===== config.mk =====
export PLATFORM = sky130hd
export DESIGN_NAME = spi_blink_regs_flat
export DESIGN_NICKNAME = d
export VERILOG_FILES = /design/src/rtl/spi_blink_regs_pkg.sv /design/src/rtl/spi_blink_regs_if.sv /design/src/rtl/spi_blink_regs_blink_timer.sv /design/src/rtl/spi_blink_regs.sv /design/src/flat_wrapper.sv
export SDC_FILE = /design/constraint.sdc
export NUM_CORES = 1
export LEC_CHECK = 0
export CORE_MARGIN = 5
export CORE_UTILIZATION = 50
export CTS_CLUSTER_SIZE = 10
export DETAILED_ROUTE_END_ITERATION = 6
export PLACE_DENSITY = 0.69
export SYNTH_ARGS = -nofsm -noshare
export SYNTH_HDL_FRONTEND = slang
export SYNTH_HIERARCHICAL = 1
export SYNTH_SLANG_ARGS = --single-unit

===== constraint.sdc =====
create_clock -name i_clk -period 4.7 [get_ports i_clk]
set_input_delay 0.94 -clock i_clk [delete_from_list [all_inputs] [get_ports i_clk]]
set_output_delay 0.94 -clock i_clk [all_outputs]
set_load 0.03 [all_outputs]

===== src/rtl/spi_blink_regs_pkg.sv =====
// Shared definitions for the SPI register bank: register addresses, CTRL bit
// positions, command-byte layout and framing states.
package spi_blink_regs_pkg;

    localparam logic [6:0] ADDR_CTRL     = 7'h00;
    localparam logic [6:0] ADDR_PERIOD_L = 7'h01;
    localparam logic [6:0] ADDR_PERIOD_H = 7'h02;
    localparam logic [6:0] ADDR_STATUS   = 7'h03;
    localparam logic [6:0] ADDR_ID       = 7'h04;

    localparam int CTRL_EN_BIT  = 0;
    localparam int CTRL_INV_BIT = 1;
    localparam int RW_BIT       = 7;

    typedef enum logic {
        ST_IDLE = 1'b0,
        ST_DATA = 1'b1
    } frame_state_t;

endpackage


===== src/rtl/spi_blink_regs_if.sv =====
// Byte-level link between the SPI byte receiver and the register bank,
// including the readback path toward a future MISO shifter.
interface spi_blink_regs_if;
    logic       i_rx_done;
    logic [7:0] i_rx_data;
    logic [7:0] o_tx_data;
    logic       o_tx_valid;
    logic       o_err;

    modport master (output i_rx_done, i_rx_data, input o_tx_data, o_tx_valid, o_err);
    modport slave  (input i_rx_done, i_rx_data, output o_tx_data, o_tx_valid, o_err);
endinterface


===== src/rtl/spi_blink_regs_blink_timer.sv =====
// LED blink time base: tick prescaler, half-period tick counter and output phase.
module blink_timer #(
    parameter int CLK_HZ  = 50_000_000,
    parameter int TICK_HZ = 1000
) (
    input  logic        i_clk,
    input  logic        i_rst_n,
    input  logic        i_enable,
    input  logic [15:0] i_period,
    input  logic        i_restart,
    output logic        o_phase
);
    localparam int PRESC_N = CLK_HZ / TICK_HZ;
    localparam int PRESC_W = $clog2(PRESC_N);
    localparam logic [PRESC_W-1:0] PRESC_MAX = PRESC_W'(PRESC_N - 1);

    logic [PRESC_W-1:0] r_presc;
    logic [15:0]        r_count;
    logic               r_phase;
    logic               w_tick;

    assign w_tick  = (r_presc == PRESC_MAX);
    assign o_phase = r_phase;

    always_ff @(posedge i_clk or negedge i_rst_n) begin
        if (!i_rst_n) begin
            r_presc <= '0;
            r_count <= '0;
            r_phase <= 1'b0;
        end else if (!i_enable || (i_period == 16'd0) || i_restart) begin
            // Held idle so a later enable/commit starts cleanly at phase 0, count 0.
            r_presc <= '0;
            r_count <= '0;
            r_phase <= 1'b0;
        end else begin
            r_presc <= w_tick ? '0 : r_presc + PRESC_W'(1);
            if (w_tick) begin
                if (r_count == i_period - 16'd1) begin
                    r_count <= '0;
                    r_phase <= ~r_phase;
                end else begin
                    r_count <= r_count + 16'd1;
                end
            end
        end
    end
endmodule


===== src/rtl/spi_blink_regs.sv =====
// SPI register bank: frames received bytes by CSn, decodes command + auto-increment
// data into CTRL/PERIOD registers and drives the LED blink timer.
//   state   | meaning
//   ST_IDLE | waiting for the command byte of a frame
//   ST_DATA | command latched; each byte accesses addr, then addr++
module spi_blink_regs
    import spi_blink_regs_pkg::*;
#(
    parameter int          CLK_HZ         = 50_000_000,
    parameter int          TICK_HZ        = 1000,
    parameter logic [7:0]  ID_VALUE       = 8'hA5,
    parameter logic [15:0] DEFAULT_PERIOD = 16'd500
) (
    input  logic              i_clk,
    input  logic              i_rst_n,
    input  logic              i_spi_s_cs_n,
    spi_blink_regs_if.slave   bus,
    output logic              o_led
);
    frame_state_t r_state, w_state_nxt;
    logic        r_cs_sync1, r_cs_sync2;
    logic        r_rw;
    logic [6:0]  r_addr;
    logic [1:0]  r_ctrl;
    logic [7:0]  r_shadow;
    logic [15:0] r_period;
    logic [7:0]  r_tx_data;
    logic        r_tx_valid, r_err, r_led;

    logic        w_cs_hi, w_byte, w_is_cmd, w_is_data, w_do_read, w_do_write, w_restart;
    logic        w_phase, w_rd_err;
    logic [6:0]  w_rd_addr;
    logic [7:0]  w_rd_data;

    assign w_cs_hi    = r_cs_sync2;
    // CS high wins over a coincident byte: the byte is dropped entirely.
    assign w_byte     = bus.i_rx_done & ~w_cs_hi;
    assign w_is_cmd   = w_byte & (r_state == ST_IDLE);
    assign w_is_data  = w_byte & (r_state == ST_DATA);
    assign w_do_read  = (w_is_cmd & ~bus.i_rx_data[RW_BIT]) | (w_is_data & ~r_rw);
    assign w_do_write = w_is_data & r_rw;
    assign w_restart  = w_do_write & (r_addr == ADDR_PERIOD_H);
    assign w_rd_addr  = (r_state == ST_IDLE) ? bus.i_rx_data[6:0] : r_addr;

    always_comb begin
        w_rd_data = 8'h00;
        w_rd_err  = 1'b0;
        case (w_rd_addr)
            ADDR_CTRL:     w_rd_data = {6'b0, r_ctrl};
            ADDR_PERIOD_L: w_rd_data = r_period[7:0];
            ADDR_PERIOD_H: w_rd_data = r_period[15:8];
            ADDR_STATUS:   w_rd_data = {7'b0, r_led};
            ADDR_ID:       w_rd_data = ID_VALUE;
            default:       w_rd_err  = 1'b1;
        endcase
    end

    always_comb begin
        w_state_nxt = r_state;
        if (w_cs_hi)       w_state_nxt = ST_IDLE;
        else if (w_is_cmd) w_state_nxt = ST_DATA;
    end

    always_ff @(posedge i_clk or negedge i_rst_n) begin
        if (!i_rst_n) begin
            r_state    <= ST_IDLE;
            r_cs_sync1 <= 1'b1;
            r_cs_sync2 <= 1'b1;
        end else begin
            r_state    <= w_state_nxt;
            r_cs_sync1 <= i_spi_s_cs_n;
            r_cs_sync2 <= r_cs_sync1;
        end
    end

    always_ff @(posedge i_clk or negedge i_rst_n) begin
        if (!i_rst_n) begin
            r_rw       <= 1'b0;
            r_addr     <= '0;
            r_ctrl     <= '0;
            r_shadow   <= '0;
            r_period   <= DEFAULT_PERIOD;
            r_tx_data  <= '0;
            r_tx_valid <= 1'b0;
            r_err      <= 1'b0;
            r_led      <= 1'b0;
        end else begin
            r_tx_valid <= 1'b0;
            r_err      <= 1'b0;
            r_led      <= w_phase ^ r_ctrl[CTRL_INV_BIT];
            if (w_is_cmd) begin
                r_rw   <= bus.i_rx_data[RW_BIT];
                r_addr <= bus.i_rx_data[RW_BIT] ? bus.i_rx_data[6:0]
                                                : bus.i_rx_data[6:0] + 7'd1;
            end
            if (w_is_data) r_addr <= r_addr + 7'd1;
            if (w_do_read) begin
                r_tx_data  <= w_rd_data;
                r_tx_valid <= 1'b1;
                r_err      <= w_rd_err;
            end
            if (w_do_write) begin
                case (r_addr)
                    ADDR_CTRL:     r_ctrl   <= bus.i_rx_data[1:0];
                    ADDR_PERIOD_L: r_shadow <= bus.i_rx_data;
                    ADDR_PERIOD_H: r_period <= {bus.i_rx_data, r_shadow};
                    default:       r_err    <= 1'b1;
                endcase
            end
        end
    end

    blink_timer #(.CLK_HZ(CLK_HZ), .TICK_HZ(TICK_HZ)) u_blink_timer (
        .i_clk     (i_clk),
        .i_rst_n   (i_rst_n),
        .i_enable  (r_ctrl[CTRL_EN_BIT]),
        .i_period  (r_period),
        .i_restart (w_restart),
        .o_phase   (w_phase)
    );

    assign bus.o_tx_data  = r_tx_data;
    assign bus.o_tx_valid = r_tx_valid;
    assign bus.o_err      = r_err;
    assign o_led          = r_led;
endmodule


===== src/flat_wrapper.sv =====
// flat-port wrapper written by rule: the top's interface ports become plain ports
module spi_blink_regs_flat import spi_blink_regs_pkg::*;
#(
    parameter int          CLK_HZ         = 50_000_000,
    parameter int          TICK_HZ        = 1000,
    parameter logic [7:0]  ID_VALUE       = 8'hA5,
    parameter logic [15:0] DEFAULT_PERIOD = 16'd500
)
  (i_clk, i_rst_n, i_spi_s_cs_n, o_led, bus_i_rx_done, bus_i_rx_data, bus_o_tx_data, bus_o_tx_valid, bus_o_err);
  spi_blink_regs_if bus_i ();
  input  logic i_clk;
  input  logic i_rst_n;
  input  logic i_spi_s_cs_n;
  output logic o_led;
  input wire logic [$bits(bus_i.i_rx_done)-1:0] bus_i_rx_done;
  input wire logic [$bits(bus_i.i_rx_data)-1:0] bus_i_rx_data;
  output wire logic [$bits(bus_i.o_tx_data)-1:0] bus_o_tx_data;
  output wire logic [$bits(bus_i.o_tx_valid)-1:0] bus_o_tx_valid;
  output wire logic [$bits(bus_i.o_err)-1:0] bus_o_err;
  assign bus_i.i_rx_done = bus_i_rx_done;
  assign bus_i.i_rx_data = bus_i_rx_data;
  assign bus_o_tx_data = bus_i.o_tx_data;
  assign bus_o_tx_valid = bus_i.o_tx_valid;
  assign bus_o_err = bus_i.o_err;
  spi_blink_regs #(.CLK_HZ(CLK_HZ), .TICK_HZ(TICK_HZ), .ID_VALUE(ID_VALUE), .DEFAULT_PERIOD(DEFAULT_PERIOD)) u_core (.i_clk(i_clk), .i_rst_n(i_rst_n), .i_spi_s_cs_n(i_spi_s_cs_n), .bus(bus_i), .o_led(o_led));
endmodule

==> results of run 1 <==
sequential cells by signal, indices dropped and copies added (netlist names), 2 cells and up:
signal / cells
u_core/r_period: 16
u_core/u_blink_timer/r_count: 16
u_core/u_blink_timer/r_presc: 16
u_core/bus.o_tx_data: 8
u_core/r_shadow: 8
u_core/r_addr: 7
u_core/r_ctrl: 2
cell usage after synthesis, drive strengths merged, types with 3 or more instances:
library cell   n  area [um^2]
dfrtp         73         1830
xor2          23          201
or3            7         43.8
dfstp          8          210
o22ai          3         18.8
a21boi         4         30.0
o211ai         3         27.5
nor2b          7         43.8
xnor2         31          272
a22oi          4         30.0
and3          14         87.6
nand4         12         75.1
nor2          52          195
a32oi          4         35.0
o21ai         24          124
nand2         37          141
a31oi          4         25.0
a22o           3         26.3
nor4           6         65.1
nor3          13         81.3
mux2          27          304
o2111ai        3         32.5
nor3b          3         27.5
nand3         17         85.1
a211o          4         43.8
buf            7         55.1
inv           11         41.3
or4            3         26.3
nor4b          6         65.1
a21oi          9         48.8
clkbuf        11         41.3
nand2b         7         43.8
o311ai         3         26.3
ha             9          113
routing by layer:
layer / GRT usage (%) / up-vias / share of wire, % / wire length, um
met2: 30.1 / 118 / 45 / 4930
met4: 7.66 / 0 / 2.1 / 223
met1: 27.3 / 1816 / 47 / 5060
li1: - / 1765 / - / -
met3: 3.42 / 20 / 6.0 / 656
met5: 0 / - / 0 / 0
through the flow:
stage	hold WS [ns]	total power, W	std cells	util (%)
floorplan	0.345	0.000899	476	-
global placement	0.346	0.000965	611	54.5
detailed placement	0.347	0.000970	611	54.5
CTS	0.361	0.00157	627	57.1
global route	0.368	0.00162	627	57.1
finish	0.359	0.00155	627	57.1
logic make-up (layout without fill, tap and decap cells):
kind of cell / Yosys count / after routing / synth area share, %
xor+xnor: 54 / 54 / 9.92
mux: 29 / 29 / 6.80
buf+inv: 29 / 51 / 2.89
fa+ha+maj: 9 / 9 / 2.36
compound gates: 82 / 82 / 13.4
flops: 81 / 81 / 42.7
simple gates: 192 / 192 / 21.9
where the power goes:
part | total (W) | switching (W) | internal [W]
Combinational | 0.000185 | 0.000108 | 0.0000771
Sequential | 0.000777 | 0.0000509 | 0.000726
Clock | 0.000590 | 0.000269 | 0.000321
Total | 0.00155 | 0.000428 | 0.00112
worst paths after layout:
kind                                                 from                                           end  slack (ns)  depth (start not counted)
max                        u_core/r_period[0]$_DFFE_PN0P_   u_core/u_blink_timer/r_count[6]$_DFFE_PN0P_        1.13                          9
min reg2reg                   u_core/r_cs_sync1$_DFF_PN1_                   u_core/r_cs_sync2$_DFF_PN1_        0.36                          0
min                           u_core/r_cs_sync1$_DFF_PN1_                   u_core/r_cs_sync2$_DFF_PN1_        0.36                          0
max reg2reg                u_core/r_period[0]$_DFFE_PN0P_   u_core/u_blink_timer/r_count[6]$_DFFE_PN0P_        1.13                          9
max in group asynchronous                         i_rst_n  u_core/u_blink_timer/r_count[14]$_DFFE_PN0P_        3.31                          1
min in group asynchronous                         i_rst_n                  u_core/r_addr[2]$_DFFE_PN0P_        0.74                          1
layout make-up:
class	instances	area (um^2)	share of cell area, %
Multi-Input combinational cell	366	2590	48.9
Sequential cell	81	2040	38.5
Clock inverter	6	96.3	1.82
Clock buffer	10	138	2.60
Inverter	11	41.3	0.779
Tap cell	129	161	3.05
Timing Repair Buffer	24	233	4.39
==> metrics.csv, run 1 <==
metric,value,unit
status,completed,
"FFs w/ async S/R, synth",100,%
Mapped Nets,497,
die outline width,108,um
FP Rows,35,
Top delay family on crit path,compound AO/OA/AOI/OAI gates,
Antenna Violating Nets Remaining,0,
P_leak,2.18,nW
CP peak stage delay,0.74,ns
Power Dens Cells,293,nW/um^2
post-DP HPWL,7.70,mm
Die H,108,um
critical path cell sequence,inv_1 > ha_1 > nor3b_1 > nand2_1 > xnor2_1 > o311ai_0 > o2111ai_2 > o21ai_1 > nor2_1,
GP Congestion,0.913,
Worst Path Arrival,3.77,ns
# hold bufs at CTS,0,
worst setup margin,1.13,ns
pre-CTS WS,1.00,ns
Mapped Area,4770,um^2
Num CTS Buffers,9,
DR WL/cell,17.3,um
Post-synth EDFFs,0,
layout cells sized above 1,13.3,%
Setup Buffers After CTS,0,
Startpoint Class,flip-flop,
Fin. Hold Viols,0,
Starting Density,51.3,%
Area Growth Syn to Fin,11.2,%
DRC errors left,0,
clock sink total,81,
Slew @ Worst Pin,1.00,ns
most frequent cells in the layout,"dfrtp_1 (73), nor2_1 (52), nand2_1 (36)",
CP required,4.90,ns
Final Cycle Share,76.0,%
Slew HR,33.2,%
Crit-path slowest cell,o21ai_1,
DR vias,3719,
"Avg Cell Area, Syn",10.0,um^2
die area,11600,um^2
peak supply drop,0.170,mV
"Cell Area, Placed",5060,um^2
initial antenna violation count,0,
register area share after synthesis,42.7,%
Via density,5.93,
vias in the first global route,3533,
post-route cell area,5300,um^2
clk_lat worst skew,0.35,ns
drt pass-1 iters,5,
Max Clock Skew,0.0138,ns
worst-path fanout max,12,
Ant. Diodes,0,
total grt overflow,0,
RSZ-0062 raised after global routing,no,
count of cell types in the netlist,71,
# fillers,816,
CTS Buffer Depth,2,
Top-Level Pins,23,
post-layout min period,3.57,ns
setup TNS,0,ns
"most common cell after layout, fill and taps aside",dfrtp_1,
number of setup violations in the final report,0,
DRT iter0 DRCs,249,
maxcap violations,0,
Critical path buffers and inverters,1,
TritonCTS clock tree,yes,
root buf cell,clkbuf_8,
Crit. End Element,flip-flop,
CP Class,flip-flop to flip-flop,
"Reg clk slew, reported paths",0.09,ns
Worst Hold Class,flip-flop to flip-flop,
WL final,10.9,mm
Cells after Synth,476,
Post-layout nets,514,
Total GRT Usage,19.5,%
Core Region,9280,um^2
H-Tree Depth,3,
Fmax,0.280,GHz
Final Max Tran Viols,0,
cts repair resizes,0,
Port Buffer Count,22,
Seq cells post-synth,81,
Post-synth top flop,dfrtp_1,
largest net degree at the start of global routing,82,
first-pass GRT wire length,18.0,mm
yosys warns,6,
Power figures use the tool's default switching activity.
==> run 2: changes to the inputs <==
--- a/config.mk
+++ b/config.mk
@@ -9,7 +9,7 @@
 export CORE_UTILIZATION = 50
 export CTS_CLUSTER_SIZE = 10
 export DETAILED_ROUTE_END_ITERATION = 6
-export PLACE_DENSITY = 0.69
+export PLACE_DENSITY = 0.72
 export SYNTH_ARGS = -nofsm -noshare
 export SYNTH_HDL_FRONTEND = slang
 export SYNTH_HIERARCHICAL = 1
==> constraint.sdc (replaced) <==
create_clock -name i_clk -period 2.95 [get_ports i_clk]
set_input_delay 0.59 -clock i_clk [delete_from_list [all_inputs] [get_ports i_clk]]
set_output_delay 0.59 -clock i_clk [all_outputs]
set_load 0.03 [all_outputs]
==> run 2 against run 1 <==
Net effect:
- via count rose by 1.3%
- final cell count rose by 3.0%
- sequential power rose by 58%
- clock-buffer cell count fell by 1
- highest routed layer unchanged
- maximum frequency rose by 31%
- global-route usage rose by 0.11 points
- worst setup slack got worse by 0.91 ns
- sequential share of layout area fell by 0.86 points
- combinational power rose by 71%
- critical path type unchanged
==> metrics.csv, run 2 (synthesis gave the netlist of run 1 again) <==
metric,value,unit
status,completed,
number of setup violations in the final report,0,
worst setup margin,0.220,ns
Post-layout nets,533,
Area Growth Syn to Fin,13.7,%
DRC errors left,0,
Pint,0.00170,W
"most common cell after layout, fill and taps aside",dfrtp_1,
Starting Density,51.3,%
"Reg clk slew, reported paths",0.10,ns
post-DP HPWL,7.68,mm
Reg2Reg Launch Point,u_core/r_period[10]$_DFFE_PN0P_,
Top-Level Pins,23,
Reg area,2040,um^2
Max Clock Skew,0.0123,ns
Worst Setup EP,u_core/u_blink_timer/r_count[3]$_DFFE_PN0P_,
post-route cell area,5420,um^2
Fmax,0.366,GHz
sw frac,29.4,%
pre-CTS WS,0.0418,ns
most frequent cells in the layout,"dfrtp_1 (73), nor2_1 (52), nand2_1 (36)",
post-layout min period,2.73,ns
FP Rows,35,
root buf cell,clkbuf_8,
TritonCTS clock tree,yes,
drt pass-1 iters,4,
initial antenna violation count,0,
P_leak,2.26,nW
min-delay src,u_core/r_cs_sync1$_DFF_PN1_,
"Cell Area, Placed",5200,um^2
Port Buffer Count,22,
first-pass GRT wire length,18.0,mm
Final Max Tran Viols,0,
DR WL/cell,16.6,um
CP required,3.20,ns
Crit. End Element,flip-flop,
CTS Buffer Depth,2,
Total GRT Usage,19.6,%
clock sink total,81,
WL final,10.7,mm
r2r setup slk,0.22,ns
RSZ-0062 raised after global routing,no,
largest net degree at the start of global routing,82,
Antenna Violating Nets Remaining,0,
Worst Hold Class,flip-flop to flip-flop,
DRT iter0 DRCs,274,
Comb pwr share,13.2,%
H-Tree Depth,3,
die outline width,108,um
Startpoint Class,flip-flop,
clk_lat worst skew,0.37,ns
Slew HR,34.3,%
GP Congestion,0.908,
Via density,5.83,
total grt overflow,0,
reg2reg path depth,8,
Ant. Diodes,0,
layout cells sized above 1,16.6,%
maxcap violations,0,
worst-path fanout max,12,
Power Dens Cells,444,nW/um^2
Worst Path Arrival,2.98,ns
Fin. Hold Viols,0,
clock network power share,35.8,%
Slew @ Worst Pin,0.986,ns
DR vias,3768,
R2R Path End,u_core/u_blink_timer/r_count[3]$_DFFE_PN0P_,
die area,11600,um^2
# fillers,833,
NetSw,0.000708,W
CP Class,flip-flop to flip-flop,
Num CTS Buffers,9,
area of the multi-input gates,2600,um^2
Top Registers,"u_core/r_period: 16 flops, u_core/u_blink_timer/r_count: 16 flops, u_core/u_blink_timer/r_presc: 16 flops",
peak supply drop,0.318,mV
Die H,108,um
Flop pwr share,51.0,%
Core Region,9280,um^2
worst hold margin,0.359,ns
vias in the first global route,3602,
Design Power,0.00240,W
setup TNS,0,ns
Critical Path Source,u_core/r_period[10]$_DFFE_PN0P_,
Final Cycle Share,92.5,%
[run 2: final cells by class]
class                      instances  share of cell area (%)
multi-input combinational        366                    47.9
sequential                        81                    37.6
timing repair buffer              43                    6.93
tap                              129                    2.98
clock buffer                       9                    2.29
clock inverter                     7                    1.55
inverter                          11                   0.762
[run 2: per-stage QoR]
| stage | instances | utilization, % |
|---|---|---|
| floorplan | 476 | - |
| global placement | 629 | 56.0 |
| detailed placement | 629 | 56.0 |
| CTS | 645 | 58.2 |
| global route | 646 | 58.4 |
| finish | 646 | 58.4 |
[run 2: worst min-delay path by stage]
stage                                  end  slack (ns)  cells after the start
3_3_place_gp   u_core/r_cs_sync2$_DFF_PN1_        0.35                      0
6_report       u_core/r_cs_sync2$_DFF_PN1_        0.36                      0
2_1_floorplan   u_core/bus.o_err$_DFF_PN0_        0.29                      0
5_1_grt        u_core/r_cs_sync2$_DFF_PN1_        0.36                      0
3_5_place_dp   u_core/r_cs_sync2$_DFF_PN1_        0.35                      0
4_1_cts        u_core/r_cs_sync2$_DFF_PN1_        0.36                      0
[run 2: repair_timing]
| item | in CTS | in global routing |
|---|---|---|
| hold buffers | 0 | 0 |
| endpoints found under the setup margin | 0 | 17 |
| gates resized for setup | 0 | 2 |
| endpoints found under the hold margin | 0 | 0 |
| setup buffers | 0 | 1 |
[run 2: power by group through the flow]
stage          Combinational [W]  Clock, W  Sequential [W]
6_report                0.000316  0.000861         0.00123
4_1_cts                 0.000313  0.000887         0.00122
3_3_place_gp            0.000302         0         0.00124
3_5_place_dp            0.000311         0         0.00125
2_1_floorplan           0.000200         0         0.00123
5_1_grt                 0.000348  0.000949         0.00123
[run 2: critical path, stage by stage, from the launching register on]
cell       delay [ns]
dfrtp_1          0.54
nor4_1           0.38
nand4_1          0.19
or4_1            0.55
a32oi_1          0.27
o2111ai_2        0.21
buf_4            0.22
a31oi_1          0.15
o21ai_0          0.09
[run 2: per-layer routing]
metal	routed length, um	vias to the layer above	share of wire [%]	global-route usage, %
met4	172	0	1.6	7.12
li1	-	1800	-	-
met3	564	17	5.3	3.42
met2	4800	102	45	29.0
met5	0	-	0	0
met1	5180	1849	48	28.9
==> run 3: changes to the inputs <==
--- a/config.mk
+++ b/config.mk
@@ -6,11 +6,11 @@
 export NUM_CORES = 1
 export LEC_CHECK = 0
 export CORE_MARGIN = 5
-export CORE_UTILIZATION = 50
+export CORE_UTILIZATION = 54
 export CTS_CLUSTER_SIZE = 10
 export DETAILED_ROUTE_END_ITERATION = 6
-export PLACE_DENSITY = 0.72
+export PLACE_DENSITY = 0.77
 export SYNTH_ARGS = -nofsm -noshare
 export SYNTH_HDL_FRONTEND = slang
-export SYNTH_HIERARCHICAL = 1
 export SYNTH_SLANG_ARGS = --single-unit
+export TNS_END_PERCENT = 10
==> run 3 against run 2 <==
Net effect:
- final cell count decreased by 7.6%
- non-clock buffer count decreased by 9
- routed wire length decreased by 7.0%
- critical endpoint is now u_core.u_blink_timer.o_phase$_DFFE_PN0P_
- largest power group unchanged
==> metrics.csv, run 3 <==
metric,value,unit
most frequent cell after synthesis,dfrtp_1,
Area Growth Syn to Fin,12.1,%
Reg2Reg Launch Point,u_core.r_period[3]$_DFFE_PN0P_,
"Reg clk slew, reported paths",0.08,ns
Top Registers,"u_core.r_period: 16 flops, u_core.u_blink_timer.r_count: 16 flops, u_core.u_blink_timer.r_presc: 16 flops",
Hold Path Stages,0,
worst-path fanout max,8,
min-delay src,u_core.r_cs_sync1$_DFF_PN1_,
die outline width,102,um
yosys warns,0,
Die H,102,um
root buf cell,clkbuf_8,
DR WL/cell,16.7,um
"FFs w/ async S/R, synth",100,%
die area,10300,um^2
R2R Path End,u_core.u_blink_timer.o_phase$_DFFE_PN0P_,
Worst Path Arrival,3.03,ns
Post-synth EDFFs,0,
Final Cycle Share,93.5,%
Mapped Area,4530,um^2
CTS Buffer Depth,2,
maxcap violations,0,
drt pass-1 iters,5,
reg2reg path depth,7,
Num CTS Buffers,9,
H-Tree Depth,3,
pre-CTS WS,0.205,ns
Max Clock Skew,0.0125,ns
clk_lat worst skew,0.36,ns
total grt overflow,0,
post-layout min period,2.76,ns
CP required,3.22,ns
Hold Path Sink,u_core.r_cs_sync2$_DFF_PN1_,
register area share after synthesis,44.9,%
CP Class,flip-flop to flip-flop,
clock sink total,81,
Fin. Hold Viols,0,
DR vias,3551,
Mapped Nets,482,
Antenna Violating Nets Remaining,0,
layout cells sized above 1,14.4,%
cell taking the most area after synthesis,dfrtp_1,
worst setup margin,0.192,ns
fin util,61.9,%
DRT iter0 DRCs,170,
Post-layout nets,509,
RSZ-0062 raised after global routing,no,
"most common cell after layout, fill and taps aside",dfrtp_1,
r2r setup slk,0.19,ns
DRC errors left,0,
Cells after Synth,461,
FP Rows,33,
initial antenna violation count,0,
Ant. Diodes,0,
most frequent cells in the layout,"dfrtp_1 (73), nor2_1 (51), nand2_1 (34)",
Seq cells post-synth,81,
number of setup violations in the final report,0,
Power Dens Cells,431,nW/um^2
Yosys top cell area share,40.3,%
setup TNS,0,ns
Startpoint Class,flip-flop,
Top-Level Pins,23,
Fmax,0.363,GHz
WL final,9.97,mm
Port Buffer Count,22,
Final Max Tran Viols,0,
Slew @ Worst Pin,0.974,ns
synth top area cells,"dfrtp_1 (40%), mux2_2 (6.7%), xor2_1 (5.2%)",
P_leak,2.19,nW
"Avg Cell Area, Syn",9.84,um^2
Via density,5.95,
Worst Hold Class,flip-flop to flip-flop,
Commonest cells post-synth,"dfrtp_1 (73), nor2_1 (51), nand2_1 (34), mux2_2 (27), xor2_1 (27)",
largest net degree at the start of global routing,82,
Total GRT Usage,20.7,%
vias in the first global route,3358,
count of cell types in the netlist,56,
GP Congestion,0.979,
Core Region,8220,um^2
Slew HR,35.0,%
peak supply drop,0.265,mV
Crit. End Element,flip-flop,
Post-synth top flop,dfrtp_1,
post-DP HPWL,7.37,mm
Starting Density,55.2,%
status,completed,
TritonCTS clock tree,yes,
first-pass GRT wire length,16.8,mm
-- run 3: cell count changes after synthesis, sizes merged, moves of 5 or more --
cell and change:
a21oi +7, nor2b -5, and3 -5, a22o +7, xnor2 -5, nor3 -6, and2 +6, nor4b -5
-- run 3: per-stage QoR --
stage / power, W / std cells / cell area [um^2] / hold slack (ns)
finish: 0.00219 / 597 / 5080 / 0.361
global route: 0.00230 / 597 / 5080 / 0.370
CTS: 0.00221 / 597 / 5080 / 0.364
detailed placement: 0.00143 / 582 / 4900 / 0.352
global placement: 0.00143 / 582 / 4900 / 0.346
floorplan: 0.00133 / 461 / 4530 / 0.294
-- run 3: final cells by class --
type / count / area (um^2)
fill: 720 / 3130
multi-input combinational: 348 / 2370
sequential: 81 / 2040
timing repair buffer: 34 / 308
tap: 105 / 131
clock buffer: 10 / 128
clock inverter: 5 / 56.3
inverter: 14 / 52.6
-- run 3: cell families (layout without fill, tap and decap cells) --
| logic type | Yosys count | after routing | synth area share [%] |
|---|---|---|---|
| simple gates | 182 | 182 | 21.2 |
| flops | 81 | 81 | 44.9 |
| compound gates | 72 | 72 | 10.5 |
| xor+xnor | 53 | 53 | 10.2 |
| mux | 32 | 32 | 7.81 |
| buf+inv | 32 | 63 | 2.87 |
| fa+ha+maj | 9 | 9 | 2.48 |
-- run 3: metal layers --
metal / vias up / track usage, % / routed length [um]
met5: - / 0 / 0
met1: 1764 / 30.6 / 4760
met2: 82 / 31.0 / 4620
met3: 13 / 3.58 / 450
met4: 0 / 6.44 / 141
li1: 1692 / - / -
-- run 3: worst max-delay path by stage --
stage,start,end
6_report,u_core.r_period[3]$_DFFE_PN0P_,u_core.u_blink_timer.o_phase$_DFFE_PN0P_
5_1_grt,u_core.r_period[3]$_DFFE_PN0P_,u_core.u_blink_timer.o_phase$_DFFE_PN0P_
4_1_cts,u_core.r_period[0]$_DFFE_PN0P_,u_core.u_blink_timer.o_phase$_DFFE_PN0P_
3_5_place_dp,u_core.r_period[0]$_DFFE_PN0P_,u_core.u_blink_timer.o_phase$_DFFE_PN0P_
3_3_place_gp,u_core.r_period[3]$_DFFE_PN0P_,u_core.u_blink_timer.o_phase$_DFFE_PN0P_
2_1_floorplan,u_core.r_period[3]$_DFFE_PN0P_,u_core.u_blink_timer.r_count[11]$_DFFE_PN0P_
-- run 3: repair_timing --
action	CTS	global route
hold buffers	0	0
hold endpoints to repair	0	0
endpoints found under the setup margin	0	1
gates resized for setup	0	1
buffers inserted	0	0
-- run 3: worst max-delay path, cell delays in order (launching register included) --
cell	delay, ns
dfrtp_1	0.47
or4_1	0.51
or4_1	0.43
xnor2_1	0.16
nor4_2	0.32
o2111ai_2	0.25
or3_1	0.38
a21oi_1	0.16
-- run 3: power breakdown --
| part | switching, W | internal (W) | leakage [nW] |
|---|---|---|---|
| logic | 0.000133 | 0.0000914 | 1.01 |
| clock network | 0.000393 | 0.000387 | 0.0925 |
| registers | 0.0000409 | 0.00115 | 1.08 |
==> variant (config.mk and constraints of run 3) <==
`TICK_HZ` is set to 1000 in 3 places; all go to 500.
--- a/src/rtl/spi_blink_regs_blink_timer.sv
+++ b/src/rtl/spi_blink_regs_blink_timer.sv
@@ -3,3 +3,3 @@
     parameter int CLK_HZ  = 50_000_000,
-    parameter int TICK_HZ = 1000
+    parameter int TICK_HZ = 500
 ) (
--- a/src/rtl/spi_blink_regs.sv
+++ b/src/rtl/spi_blink_regs.sv
@@ -9,3 +9,3 @@
     parameter int          CLK_HZ         = 50_000_000,
-    parameter int          TICK_HZ        = 1000,
+    parameter int          TICK_HZ        = 500,
     parameter logic [7:0]  ID_VALUE       = 8'hA5,
--- a/src/flat_wrapper.sv
+++ b/src/flat_wrapper.sv
@@ -4,3 +4,3 @@
     parameter int          CLK_HZ         = 50_000_000,
-    parameter int          TICK_HZ        = 1000,
+    parameter int          TICK_HZ        = 500,
     parameter logic [7:0]  ID_VALUE       = 8'hA5,
Behaviour: no difference found for any inputs over 10 cycles, from zero or initial values and one cycle with i_rst_n low; that may be too few to reach the edited logic, so the function may still have changed.
==> variant against run 3 <==
- design area is 1.1% higher
- combinational power fell by 9.8%
- total power rose by 2.2%
- core utilization is 0.39 points higher
- count of clock-buffer cells in the layout shrank 1
- area after synthesis up 1.5%
- wire length rose by 0.17%
- setup slack improved by 0.11 ns
- die area increased by 1.3%
- non-clock buffer count is 2 lower
- first-iteration DRC count increased by 10%
- sequential cell count grew 1
- synthesized cell count shrank 3.3%
==> variant: results (changes against run 3) <==
[drt]
drt-initial-drc-count = 187  ; was 170
drt-pass1-iter-count = 4  ; was 5
wl_per_cell_um = 17.25  ; was 16.70 um
wirelength_um = 9986  ; was 9969 um

[critical_path]
slowest_delay_ns = 0.55  ; was 0.51 ns
crit_fanout = 10  ; was 8
slowest_stage = nor4_4  ; was or4_1
rrSetupSlack_ns = 0.30  ; was 0.19 ns

[synth]
synth_area_leaders = dfrtp_1 (40%), mux2_2 (6.9%), xor2_1 (4.9%), xnor2_1 (4.8%), dfstp_2 (4.6%)  ; was dfrtp_1 (40%), mux2_2 (6.7%), xor2_1 (5.2%), xnor2_1 (5.0%), dfstp_2 (4.6%)
synth_nets = 467  ; was 482
ys_seq_area_frac = 0.4481  ; was 0.4492
synth_commonest_cells = dfrtp_1 (74), nor2_1 (42), nand2_1 (40), mux2_2 (28), xor2_1 (26)  ; was dfrtp_1 (73), nor2_1 (51), nand2_1 (34), mux2_2 (27), xor2_1 (27)
yosysUniqueCellTypes = 67  ; was 56

[global_route]
grt_first_pass_wirelength_um = 17330  ; was 16790 um
met3_usage = 0.03754  ; was 0.03581
track_usage = 0.2108  ; was 0.2070
use_met1 = 0.2994  ; was 0.3063
use_met2 = 0.3323  ; was 0.3104

[placement]
dpl_worst_slack_ns = 0.1937  ; was 0.2054 ns
gp_congestion = 0.8601  ; was 0.9788

[pwr]
ir_drop_uv = 290.6  ; was 265.0 uV
p_leak_nw = 2.296  ; was 2.189 nW

[finish]
largestRegisters = u_core.u_blink_timer.r_presc: 17 flops, u_core.r_period: 16 flops, u_core.u_blink_timer.r_count: 16 flops  ; was u_core.r_period: 16 flops, u_core.u_blink_timer.r_count: 16 flops, u_core.u_blink_timer.r_presc: 16 flops
drive_gt1_frac = 0.1582  ; was 0.1443
fin_nets = 490  ; was 509

[sta]
fin_crit_ns = 2.651  ; was 2.758 ns
slew_headroom = 0.3145  ; was 0.3504

[outcome]
status = finished, final reports clean  ; unchanged

-- variant: timing repair --
action / 4_1_cts / 5_1_grt
endpoints found under the setup margin: 0 / 9
buffers inserted: 0 / 0
gates resized for setup: 0 / 2
-- variant: how the worst min path moves through the flow --
stage | start | endpoint
2_1_floorplan | i_rst_n | u_core.bus.o_err$_DFF_PN0_
3_3_place_gp | u_core.r_cs_sync1$_DFF_PN1_ | u_core.r_cs_sync2$_DFF_PN1_
3_5_place_dp | u_core.r_cs_sync1$_DFF_PN1_ | u_core.r_cs_sync2$_DFF_PN1_
4_1_cts | u_core.r_cs_sync1$_DFF_PN1_ | u_core.r_cs_sync2$_DFF_PN1_
5_1_grt | u_core.r_cs_sync1$_DFF_PN1_ | u_core.r_cs_sync2$_DFF_PN1_
6_report | u_core.r_cs_sync1$_DFF_PN1_ | u_core.r_cs_sync2$_DFF_PN1_
-- variant: cell type report --
| type | count | area share |
|---|---|---|
| clock buffers | 9 | 0.02410 |
| multi-input cells | 338 | 0.4730 |
| inverters | 6 | 0.004382 |
| clock inverters | 7 | 0.01485 |
| repair buffers | 32 | 0.05696 |
| well taps | 105 | 0.02556 |
| flip-flops and latches | 82 | 0.4012 |
-- variant: per-stage QoR --
step | hold WS (ns) | instance area [um2] | total power, mW
final | 0.3615 | 5140 | 2.240
after global routing | 0.3719 | 5140 | 2.340
after CTS | 0.3650 | 5130 | 2.265
after detailed placement | 0.3520 | 4930 | 1.423
after global placement | 0.3461 | 4930 | 1.413
after floorplan | 0.2944 | 4602 | 1.331
-- variant: report_power, final --
part / switching, mW / internal (mW)
registers: 0.0430 / 1.16
clock network: 0.438 / 0.399
logic: 0.115 / 0.0875
-- variant: kinds of logic (layout without fill, tap and decap cells) --
logic type	Yosys count	count (layout)	synth area share
and+or+nand+nor	183	183	0.2194
DFF	82	82	0.4481
AOI/OAI and AO/OA	59	59	0.09761
xor gates and xnor gates	52	52	0.1006
muxes	35	35	0.08401
buffers and inverters	26	54	0.02583
adders and majority gates	9	9	0.02447
-- variant: routing by layer --
metal,routed length (um),up-vias
li1,-,1654
met1,4564,1723
met2,4870,76
met3,429,10
met4,121,0
met5,0,-
